$ cat config.mk
export PLATFORM = sky130hd
export DESIGN_NAME = tick_stream_arbiter_flat
export DESIGN_NICKNAME = d
export VERILOG_FILES = /design/src/rtl/tick_stream_arbiter_if.sv /design/src/rtl/tick_stream_arbiter.sv /design/src/flat_wrapper.sv
export SDC_FILE = /design/constraint.sdc
export NUM_CORES = 1
export LEC_CHECK = 0
export BUFFER_PORTS_ARGS = -buffer_cell sky130_fd_sc_hd__buf_2
export CORE_UTILIZATION = 45
export CTS_CLUSTER_DIAMETER = 100
export DETAILED_ROUTE_END_ITERATION = 6
export PLACE_DENSITY = 0.82
export SYNTH_ARGS = -nofsm -noshare
export SYNTH_HDL_FRONTEND = slang
export SYNTH_SLANG_ARGS = --single-unit
$ cat constraint.sdc
create_clock -name clk -period 3.5 [get_ports clk]
set_clock_uncertainty 0.1 [all_clocks]
set_input_delay 0.175 -clock clk [delete_from_list [all_inputs] [get_ports clk]]
set_output_delay 0.175 -clock clk [all_outputs]
set_load 0.01 [all_outputs]
$ cat src/rtl/tick_stream_arbiter_if.sv
// rtl/tick_stream_arbiter_if.sv - producer/consumer stream bundle around the tick stream arbiter
// slave is the arbiter's view; master is the surrounding producers plus the consumer.
interface tick_stream_arbiter_if #(
  parameter int WIDTH = 16,
  parameter int N     = 4,
  parameter int IDW   = 2
);
  logic [N*WIDTH-1:0] input_data;
  logic [N-1:0]       input_stb;
  logic [N-1:0]       input_ack;
  logic [WIDTH-1:0]   output_data;
  logic [IDW-1:0]     output_id;
  logic               output_stb;
  logic               output_ack;

  modport slave (
    input  input_data,
    input  input_stb,
    input  output_ack,
    output input_ack,
    output output_data,
    output output_id,
    output output_stb
  );

  modport master (
    output input_data,
    output input_stb,
    output output_ack,
    input  input_ack,
    input  output_data,
    input  output_id,
    input  output_stb
  );
endinterface

$ cat src/rtl/tick_stream_arbiter.sv
// rtl/tick_stream_arbiter.sv - round-robin merge of N stb/ack producers onto one tagged stream
// One word is captured per grant and held until the consumer acks it.
module tick_stream_arbiter #(
  parameter int WIDTH = 16,
  parameter int N     = 4,
  parameter int IDW   = 2
) (
  input  logic                 clk,
  input  logic                 rst,
  tick_stream_arbiter_if.slave bus
);

  typedef enum logic {IDLE, SEND} state_t;

  localparam logic [IDW-1:0] LAST_RST = IDW'(N - 1);
  localparam logic [IDW:0]   N_EXT    = (IDW + 1)'(N);

  state_t           r_state, w_state_nxt;
  logic [IDW-1:0]   r_last_grant, w_last_grant_nxt;
  logic [WIDTH-1:0] r_out_data, w_out_data_nxt;
  logic [IDW-1:0]   r_out_id, w_out_id_nxt;
  logic             r_out_stb, w_out_stb_nxt;
  logic [N-1:0]     r_in_ack, w_in_ack_nxt;

  logic             w_found;
  logic [IDW-1:0]   w_sel;
  logic [WIDTH-1:0] w_sel_data;

  // Search starts one past the last grant so every requester gets a turn within N grants.
  always_comb begin : rr_search
    logic [IDW:0] v_sum;
    w_found = 1'b0;
    w_sel   = '0;
    v_sum   = '0;
    for (int k = 1; k <= N; k++) begin
      v_sum = {1'b0, r_last_grant} + (IDW + 1)'(k);
      if (v_sum >= N_EXT) begin
        v_sum = v_sum - N_EXT;
      end
      if (!w_found && bus.input_stb[v_sum[IDW-1:0]]) begin
        w_found = 1'b1;
        w_sel   = v_sum[IDW-1:0];
      end
    end
  end

  always_comb begin : data_mux
    w_sel_data = '0;
    for (int i = 0; i < N; i++) begin
      if (w_sel == IDW'(i)) begin
        w_sel_data = bus.input_data[i*WIDTH +: WIDTH];
      end
    end
  end

  always_comb begin : fsm_next
    w_state_nxt      = r_state;
    w_last_grant_nxt = r_last_grant;
    w_out_data_nxt   = r_out_data;
    w_out_id_nxt     = r_out_id;
    w_out_stb_nxt    = r_out_stb;
    w_in_ack_nxt     = '0;
    case (r_state)
      IDLE: begin
        if (w_found) begin
          w_out_data_nxt   = w_sel_data;
          w_out_id_nxt     = w_sel;
          w_out_stb_nxt    = 1'b1;
          w_in_ack_nxt     = N'(1) << w_sel;
          w_last_grant_nxt = w_sel;
          w_state_nxt      = SEND;
        end
      end
      SEND: begin
        if (r_out_stb && bus.output_ack) begin
          w_out_stb_nxt = 1'b0;
          w_state_nxt   = IDLE;
        end
      end
      default: w_state_nxt = IDLE;
    endcase
  end

  always_ff @(posedge clk or negedge rst) begin
    if (!rst) begin
      r_state      <= IDLE;
      r_last_grant <= LAST_RST;
      r_out_data   <= '0;
      r_out_id     <= '0;
      r_out_stb    <= 1'b0;
      r_in_ack     <= '0;
    end else begin
      r_state      <= w_state_nxt;
      r_last_grant <= w_last_grant_nxt;
      r_out_data   <= w_out_data_nxt;
      r_out_id     <= w_out_id_nxt;
      r_out_stb    <= w_out_stb_nxt;
      r_in_ack     <= w_in_ack_nxt;
    end
  end

  assign bus.output_data = r_out_data;
  assign bus.output_id   = r_out_id;
  assign bus.output_stb  = r_out_stb;
  assign bus.input_ack   = r_in_ack;

endmodule

$ cat src/flat_wrapper.sv
// flat-port wrapper written by rule: the top's interface ports become plain ports
module tick_stream_arbiter_flat 
#(
  parameter int WIDTH = 16,
  parameter int N     = 4,
  parameter int IDW   = 2
)
  (clk, rst, bus_input_data, bus_input_stb, bus_output_ack, bus_input_ack, bus_output_data, bus_output_id, bus_output_stb);
  tick_stream_arbiter_if #(.WIDTH(WIDTH), .N(N), .IDW(IDW)) bus_i ();
  input  logic clk;
  input  logic rst;
  input wire logic [$bits(bus_i.input_data)-1:0] bus_input_data;
  input wire logic [$bits(bus_i.input_stb)-1:0] bus_input_stb;
  input wire logic [$bits(bus_i.output_ack)-1:0] bus_output_ack;
  output wire logic [$bits(bus_i.input_ack)-1:0] bus_input_ack;
  output wire logic [$bits(bus_i.output_data)-1:0] bus_output_data;
  output wire logic [$bits(bus_i.output_id)-1:0] bus_output_id;
  output wire logic [$bits(bus_i.output_stb)-1:0] bus_output_stb;
  assign bus_i.input_data = bus_input_data;
  assign bus_i.input_stb = bus_input_stb;
  assign bus_i.output_ack = bus_output_ack;
  assign bus_input_ack = bus_i.input_ack;
  assign bus_output_data = bus_i.output_data;
  assign bus_output_id = bus_i.output_id;
  assign bus_output_stb = bus_i.output_stb;
  tick_stream_arbiter #(.WIDTH(WIDTH), .N(N), .IDW(IDW)) u_core (.clk(clk), .rst(rst), .bus(bus_i));
endmodule
Word level (Yosys, flattened, before mapping)
Index checks and enable logic that the tools add are counted.
- $lt $le $gt $ge: 8
- equal/unequal tests: 5
- add/subtract/negate cells: 8
- reduce and logical (&&, ||, !) cells: 10
- bitwise logic cells: 1
- multiplexer cells: 32
- shift-type cells: 1
- operators by type and width (cell ; count):
    2-to-1 mux 16 bit ; 4
    2-to-1 mux 2 bit ; 8
    >= comparator 3 bit (second input constant) ; 4
    less-than comparator 2 x 3 -> 1 bit (second input constant) ; 4
    2-to-1 mux 1 bit ; 12
    binary-select mux 1 bit (select 2 bit) ; 4
    2-to-1 mux 4 bit ; 2
    subtractor 2 x 1 -> 2 bit (second input constant) ; 4
    adder 2 x 2 -> 3 bit (second input constant) ; 2
    equality test 2 bit (second input constant) ; 2
    logical AND 1 bit ; 4
    one-hot mux 1 bit (2 select lines) ; 2
    AND reduction 2 bit ; 2
    left shift 1 x 2 -> 4 bit (first input constant) ; 1
    adder 2 x 1 -> 3 bit (second input constant) ; 1
    adder 2 x 3 -> 3 bit (second input constant) ; 1
    zero test 1 bit ; 3
    equality test 2 x 1 -> 1 bit (second input constant) ; 1
    zero test 2 bit ; 1
    inequality test 2 x 1 -> 1 bit (second input constant) ; 1
    inequality test 2 bit (second input constant) ; 1
    inverter 1 bit ; 1
- word-level logic and storage cells: 71
- bits of input ports: 71
- flip-flop bits (word level): 26
- output and inout port bits: 23

Depth between registers and ports, before layout
Gate-level depths: netlist of the first run.
- word-level depth: 20
- mapped depth: 7
- gate-level depth less buffers: 5

Worst setup path after synthesis of the first run
OpenSTA, ideal clock, no wires.
- kind: register to register
- start point: reg u_core.r_last_grant[1]
- end point: reg u_core.r_out_data[11] (netlist: u_core.bus.output_data[11])
- required time: 3271 ps
- arrival: 1697 ps
- setup slack: 1574 ps
- period minus slack after synthesis: 1926 ps
- setup time: 129 ps
- stages on the path, launching flop included: 8
- buffers on the path: 2
- cells stage by stage: dfstp_2 -> clkbuf_2 -> nand2b_1 -> nor2_1 -> nor3_2 -> buf_4 -> mux2i_1 -> o22ai_2
- longest elaborated chain between the ends: 20
- elaborated cells between the ends (all ways): 47
- those cells by class: add/sub: 8; order compare: 4; eq/ne: 3; mux: 24; reduce/logical: 8
- RTL lines (item ; RTL line ; RTL):
    start: declaration ; tick_stream_arbiter.sv:19 ; logic [IDW-1:0] r_last_grant, w_last_grant_nxt;
    start signal: assignment ; tick_stream_arbiter.sv:94 ; r_last_grant <= w_last_grant_nxt;
    adder 2 x 1 -> 3 bit ; tick_stream_arbiter.sv:36 ; v_sum = {1'b0, r_last_grant} + (IDW + 1)'(k);
    >= comparator 3 bit or subtractor 2 x 1 -> 2 bit (tied branches) ; tick_stream_arbiter.sv:37, tick_stream_arbiter.sv:38 ;
    2-to-1 mux 2 bit ; tick_stream_arbiter.sv:37 ; if (v_sum >= N_EXT) begin
    binary-select mux 1 bit (select 2 bit) ; tick_stream_arbiter.sv:40 ; if (!w_found && bus.input_stb[v_sum[IDW-1:0]]) begin
    2-to-1 mux 1 bit (not written as such) ; tick_stream_arbiter.sv:40 ;
    2-to-1 mux 1 bit ; tick_stream_arbiter.sv:40 ;
    zero test 1 bit ; tick_stream_arbiter.sv:40 ;
    logical AND 1 bit ; tick_stream_arbiter.sv:40 ;
    2-to-1 mux 1 bit ; tick_stream_arbiter.sv:40 ;
    zero test 1 bit ; tick_stream_arbiter.sv:40 ;
    logical AND 1 bit ; tick_stream_arbiter.sv:40 ;
    2-to-1 mux 1 bit ; tick_stream_arbiter.sv:40 ;
    zero test 1 bit ; tick_stream_arbiter.sv:40 ;
    logical AND 1 bit ; tick_stream_arbiter.sv:40 ;
    2-to-1 mux 2 bit ; tick_stream_arbiter.sv:40 ;
    zero test 2 bit ; tick_stream_arbiter.sv:50 ; if (w_sel == IDW'(i)) begin
    2-to-1 mux 16 bit (4 in series) ; tick_stream_arbiter.sv:50 ;
    end signal: assignment ; tick_stream_arbiter.sv:95 ; r_out_data <= w_out_data_nxt;
    end: declaration ; tick_stream_arbiter.sv:20 ; logic [WIDTH-1:0] r_out_data, w_out_data_nxt;
Parallel ways exist; a longest one is shown, timed or not. The select of a mux whose other input is x is not followed.
A chain may end at the register's enable or synchronous reset.

Final worst setup path of the first run
- start point: reg u_core.r_last_grant[0]
- end point: reg u_core.r_out_data[5] (netlist: u_core.bus.output_data[5])
The elaborated chain is that of the path after synthesis.

==> results of run 1 <==
[worst paths after layout]
kind | endpoint | slack [ns] | start | cells after the start
hold / removal | u_core.bus.output_data[13]$_DFFE_PN0P_ | 0.005 | bus_input_data[13] | 3
min in group asynchronous | u_core.bus.output_stb$_DFFE_PN0P_ | 0.25 | rst | 2
hold reg to reg | u_core.bus.output_id[0]$_DFFE_PN0P_ | 0.41 | u_core.bus.output_id[0]$_DFFE_PN0P_ | 1
max in group asynchronous | u_core.r_last_grant[1]$_DFFE_PN1P_ | 2.67 | rst | 2
setup / recovery | u_core.bus.output_data[5]$_DFFE_PN0P_ | 1.21 | u_core.r_last_grant[0]$_DFFE_PN1P_ | 6
setup reg to reg | u_core.bus.output_data[5]$_DFFE_PN0P_ | 1.21 | u_core.r_last_grant[0]$_DFFE_PN1P_ | 6
[power breakdown]
group	internal [mW]	leakage [nW]	switching, mW
clock network	0.0637	0.0210	0.0891
registers	0.423	0.308	0.0941
logic	0.311	0.805	0.388
total	0.797	1.13	0.571
[kinds of logic after synthesis]
| logic type | share of synthesized area (%) |
|---|---|
| multiplexers | 4.85 |
| AND/OR/NAND/NOR | 14.2 |
| flip-flops | 39.6 |
| buffers and inverters | 9.48 |
| AO/OA/AOI/OAI | 31.9 |
[what timing repair did]
| item | CTS | global route |
|---|---|---|
| buffers inserted | 0 | 0 |
| hold endpoints to repair | 27 | 1 |
| hold buffers | 4 | 1 |
| endpoints found under the setup margin | 0 | 0 |
[sequential cells by signal, summed over array words and instances, names as in the netlist]
name / flops
u_core.bus.output_id: 2
u_core.r_state: 1
u_core.bus.input_ack: 4
u_core.bus.output_data: 16
u_core.bus.output_stb: 1
u_core.r_last_grant: 2
[through the flow]
| step | hold slack (ns) | setup WS (ns) |
|---|---|---|
| detailed placement | 0.112 | 1.23 |
| CTS | 0.00230 | 1.20 |
| finish | 0.00549 | 1.21 |
| floorplan | -0.221 | 1.57 |
| global route | 0.00350 | 1.07 |
| global placement | 0.106 | 1.36 |
[cell usage after synthesis]
cell type,n,area share [%]
dfrtp_1,24,36
nand2_1,22,5.0
inv_1,18,4.1
nor2_1,13,3.0
a21boi_0,8,3.6
a21oi_1,8,2.4
a32oi_1,8,4.2
mux2i_1,8,4.9
o221a_2,8,5.5
o221ai_1,8,4.2
o21ai_0,7,2.1
o22ai_1,7,2.7
nand2b_1,5,1.9
a21o_1,4,1.8
buf_2,4,1.2
buf_4,3,1.4
buf_6,3,2.0
o21ai_1,3,0.91
and3_1,2,0.76
clkbuf_1,2,0.46
dfstp_2,2,3.2
nor2b_1,2,0.76
nor3_1,2,0.61
o21a_1,2,0.91
a311oi_1,1,0.53
a31oi_1,1,0.38
clkbuf_2,1,0.30
nand2b_2,1,0.53
nor3_2,1,0.61
o221a_4,1,1.2
o22ai_2,1,0.76
o32a_1,1,0.61
or3_1,1,0.38
or4_4,1,0.68
[cell type report]
cell class	instances	area, um2	area share, %
tap	46	57.6	2.62
sequential	26	653	29.7
clock buffer	4	36.3	1.65
multi-input combinational	126	843	38.4
inverter	18	67.6	3.08
timing repair buffer	101	538	24.5
[layer usage]
layer	track usage, %	vias up	wire length [um]
met3	2.74	5	281
met2	42.9	83	2300
li1	-	853	-
met4	6.10	0	49
met5	0	-	0
met1	29.5	813	1860
[worst max-delay path, delay by kind of cell (launching register included)]
kind	cells	cell delay [ns]
buffers and inverters	1	0.31
AND/OR/NAND/NOR	2	0.65
multiplexers	1	0.25
flip-flops	1	0.66
AO/OA/AOI/OAI	2	0.20
==> metrics.md, run 1 <==
| Metric | Value |
|---|---|
| Final period utilization | around 65% |
| Initial antenna violation count | 0 |
| Vias in the first global route | roughly 1600 |
| Net count reported at finish | approximately 350 |
| Antenna Violating Nets Remaining | 0 |
| Kind of critical path | reg -> reg |
| Syn Nets | between 200 and 300 |
| Root Driver | clkbuf_4 |
| GRT Total Usage | a little under a quarter |
| Unrepaired setup endpoints after global routing | no |
| Cell row count | 21 |
| Crit path time final | approximately 2.3 ns |
| Starting density of the core | between 40 and 50% |
| Fillers | 310 |
| Register area share after synthesis | a little under 40% |
| CP Cell Sequence | nand2b_1 -> a21oi_1 -> nor3_2 -> buf_4 -> mux2i_1 -> o22ai_1 |
| Vias per inst | roughly 5.5 |
| PortBufs | slightly above 90 |
| Drt pass-1 iters | 4 |
| CTS tree | built |
| Util after Layout | 64.3% |
| HPWL Detailed | between 3 and 4 mm |
| Core Box Area | approximately 3400 um2 |
| DR iter-0 viols | 74 |
| Nature of the critical path endpoint | register |
| Final Cell Area | 2200 um2 |
| # IOs | 94 |
| Post-route non-filler standard cell count | roughly 320 |
| Via count | around 1800 |
| Setup tns final | 0 ns |
| Data required, critical path | 3.62 ns |
| Mean Syn Cell Area | 9.02 um2 |
| Die X | 62.6 um |
| First-pass GRT wire length | 7.38 mm |
| Slew headroom | 56.7% |
| Reg clk slew, reported paths | roughly 0.14 ns |
| Pin count of the biggest net entering global routing | 29 |
| Total power | between 1 and 1.5 mW |
| DIE AREA | ~4000 um2 |
| CP arrival | ~2.4 ns |
| VDD IR max | ~0.28 mV |
| Die Y | 62.6 um |
| DR WL/cell | roughly 14 um |
| Max FO, Critical Path | 12 |
| Insertion delay to the later sink of the worst-skew pair | around 0.32 ns |
| Final Hold Fails | 0 |
| Critical Path Max Stage Delay | 0.66 ns |
| CTS Buf Count | 3 |
| Final Max Slew Viols | 0 |
| Commonest non-fill, non-tap cell in the layout | buf_2 |
| Critical Path Start Type | register |
| Clock tree buffer depth | 2 |
| H-tree levels | 1 |
| Netlist cell types | 34 |
| Placed insts | between 300 and 400 |
| MaxCap Viol Count | 0 |
| CTS resizes | 0 |
| Synthesis-to-finish area growth | 33.1% |
| Synthesized area | about 1700 um2 |
| Total Wirelength | roughly 4.5 mm |
| Proportion of layout cells with a drive suffix above 1 | between 40% and 50% |
| Setup-violating endpoint count in the final report | 0 |
| Register bit total from synthesis | 26 |
| Min-delay worst type | in -> reg |
| Placed Instance Area | ~2100 um2 |
| TritonCTS Sinks | 26 |
| Yosys warnings | 0 |
| Lkg Pwr | about 1.1 nW |
| Final weighted congestion in routability-driven placement | between 0.8 and 0.9 |
| Status | completed |
| Post-Syn Instances | 183 |
| Worst Tran Pin Value | between 0.6 and 0.7 ns |
| DRC violations left | 0 |
| Crit path max-delay cell type | dfstp_2 |
| Peak Freq | 0.437 GHz |
| Most frequent cells in the layout | buf_2 (93), dfrtp_1 (24), nand2_1 (22) |
| Diode count | 0 |
| Gr ovfl total | 0 |
| Pwr/cell area | between 600 and 700 nW/um2 |
Note: power is estimated with default switching activity, not from simulation.
==> inputs of run 2 (changes only) <==
--- a/config.mk
+++ b/config.mk
@@ -6,10 +6,10 @@
 export NUM_CORES = 1
 export LEC_CHECK = 0
 export BUFFER_PORTS_ARGS = -buffer_cell sky130_fd_sc_hd__buf_2
-export CORE_UTILIZATION = 45
+export CORE_UTILIZATION = 40
 export CTS_CLUSTER_DIAMETER = 100
 export DETAILED_ROUTE_END_ITERATION = 6
-export PLACE_DENSITY = 0.82
+export PLACE_DENSITY = 0.77
 export SYNTH_ARGS = -nofsm -noshare
 export SYNTH_HDL_FRONTEND = slang
 export SYNTH_SLANG_ARGS = --single-unit
==> constraint.sdc (replaced) <==
create_clock -name clk -period 1.9 [get_ports clk]
set_clock_uncertainty 0.1 [all_clocks]
set_input_delay 0.095 -clock clk [delete_from_list [all_inputs] [get_ports clk]]
set_output_delay 0.095 -clock clk [all_outputs]
set_load 0.01 [all_outputs]
==> metrics.md, run 2 (synthesis gave the netlist of run 1 again) <==
| Metric | Value |
|---|---|
| Drt pass-1 iters | 5 |
| VDD IR max | 0.459 mV |
| CTS Buf Count | 3 |
| Vias in the first global route | 1580 |
| Setup-violating endpoint count in the final report | 0 |
| Reg clk slew, reported paths | 0.10 ns |
| CP arrival | roughly 1.9 ns |
| Final weighted congestion in routability-driven placement | ~0.88 |
| Final WS setup | 0.0622 ns |
| Final Max Slew Viols | 0 |
| Data required, critical path | 2.00 ns |
| Total power | between 2 and 3 mW |
| CP Cell Sequence | buf_4 -> nand2_1 -> a21oi_1 -> o21ai_1 -> buf_4 -> o221a_2 -> o22ai_1 |
| Net count reported at finish | between 300 and 400 |
| Pin count of the biggest net entering global routing | 27 |
| Die Y | between 60 and 70 um |
| Max FO, Critical Path | 10 |
| Util after Layout | about 60% |
| Placement Setup Slack | ~0.067 ns |
| Antenna Violating Nets Remaining | 0 |
| Proportion of layout cells with a drive suffix above 1 | between 40 and 50% |
| Kind of critical path | reg -> reg |
| Peak Freq | about 0.54 GHz |
| DR WL/cell | ~14 um |
| Initial antenna violation count | 0 |
| Lkg Pwr | 1.20 nW |
| # IOs | 94 |
| Status | completed |
| Synthesis-to-finish area growth | 41.5% |
| Commonest non-fill, non-tap cell in the layout | buf_2 |
| Fin Hold WS | about 0.011 ns |
| Total Wirelength | 4.71 mm |
| Root Driver | clkbuf_8 |
| GRT Total Usage | a little over a fifth |
| Final Hold Fails | 0 |
| MaxCap Viol Count | 0 |
| Crit path time final | 1.84 ns |
| Clock tree buffer depth | 2 |
| Cell row count | 22 |
| PortBufs | 93 |
| Die X | 66.2 um |
| Vias per inst | between 5 and 6 |
| Core Box Area | 3800 um2 |
| Nature of the critical path endpoint | register |
| Critical Path Start Type | register |
| DR iter-0 viols | between 70 and 80 |
| Diode count | 0 |
| Unrepaired setup endpoints after global routing | yes |
| First-pass GRT wire length | just over 7 mm |
| Crit-path leading delay family | flip-flops |
| DIE AREA | between 4000 and 5000 um2 |
| Most used cell along the critical path | buf_4 |
| Pwr/cell area | 1200 nW/um2 |
| Gr ovfl total | 0 |
| Critical Path Max Stage Delay | 0.63 ns |
| H-tree levels | 1 |
| Via count | about 1800 |
| Worst path bufs/invs | 2 |
| CTS tree | built |
| Insertion delay to the later sink of the worst-skew pair | around 0.27 ns |
| DRC violations left | 0 |
| Most frequent cells in the layout | buf_2 (93), dfrtp_1 (24), nand2_1 (22) |
| Starting density of the core | approximately 43% |
| TritonCTS Sinks | 26 |
| HPWL Detailed | ~3.3 mm |
| Setup tns final | 0 ns |
| Slew headroom | about three fifths |
| Final period utilization | 96.7% |
| Largest register FFs | 16 |
| Worst Tran Pin Value | 0.592 ns |
| Min-delay worst type | in -> reg |
| Crit path max-delay cell type | dfstp_2 |
[run 2: cell types whose count changed in the layout (fill, tap and decap cells not counted)]
cell	previous run	this run
buf_4	3	9
dlygate4sd3_1	5	9
clkbuf_4	3	0
clkbuf_8	1	3
buf_6	0	1
bufinv_16	0	1
or3_1	1	0
or3_4	0	1
[run 2: per-layer routing]
| metal | global-route usage [%] | share of wire, % | up-vias |
|---|---|---|---|
| met5 | 0 | 0 | - |
| met4 | 5.59 | 0.42 | 0 |
| met3 | 2.59 | 7.8 | 2 |
| met2 | 35.8 | 47 | 99 |
| met1 | 29.8 | 45 | 805 |
| li1 | - | - | 878 |
[run 2: cell type report]
cell class              count  area, um2
clock buffers               3       41.3
clock inverters             1       30.0
fillers                   352       1460
inverters                  18       67.6
multi-input cells         126        848
flip-flops and latches     26        653
well taps                  48       60.1
repair buffers            112        634
[run 2: report_power, final]
part	switching, mW	internal, mW	total (mW)
clock network	0.182	0.282	0.464
logic	0.730	0.654	1.38
registers	0.177	0.780	0.958
[run 2: path summary, 6_finish.rpt]
kind | from | endpoint | slack (ns) | cells past startpoint
min | bus_input_data[14] | u_core.bus.output_data[14]$_DFFE_PN0P_ | 0.01 | 3
max in group asynchronous | rst | u_core.r_last_grant[1]$_DFFE_PN1P_ | 1.05 | 2
max reg2reg | u_core.r_last_grant[0]$_DFFE_PN1P_ | u_core.bus.output_data[5]$_DFFE_PN0P_ | 0.06 | 7
min in group asynchronous | rst | u_core.bus.output_data[13]$_DFFE_PN0P_ | 0.26 | 2
max | u_core.r_last_grant[0]$_DFFE_PN1P_ | u_core.bus.output_data[5]$_DFFE_PN0P_ | 0.06 | 7
min reg2reg | u_core.bus.output_id[0]$_DFFE_PN0P_ | u_core.bus.output_id[0]$_DFFE_PN0P_ | 0.40 | 1
[run 2: through the flow]
stage                     std cells  area [um2]
after floorplan                 183        1650
after global placement          320        2160
after detailed placement        320        2160
after CTS                       333        2320
after global routing            334        2330
final                           334        2330
[run 2: worst reg2reg max path, delay by kind of cell, from the launching register on]
family | cells | cell delay (ns)
buffers and inverters | 2 | 0.32
and+or+nand+nor | 1 | 0.07
AOI/OAI and AO/OA | 4 | 0.63
DFF | 1 | 0.63
[run 2: what timing repair did]
item                                   4_1_cts  5_1_grt
endpoints found under the hold margin       33        0
hold buffers                                 9        0
setup buffers                                0        1
gates resized for setup                      0        2
setup endpoints to repair                    0       19
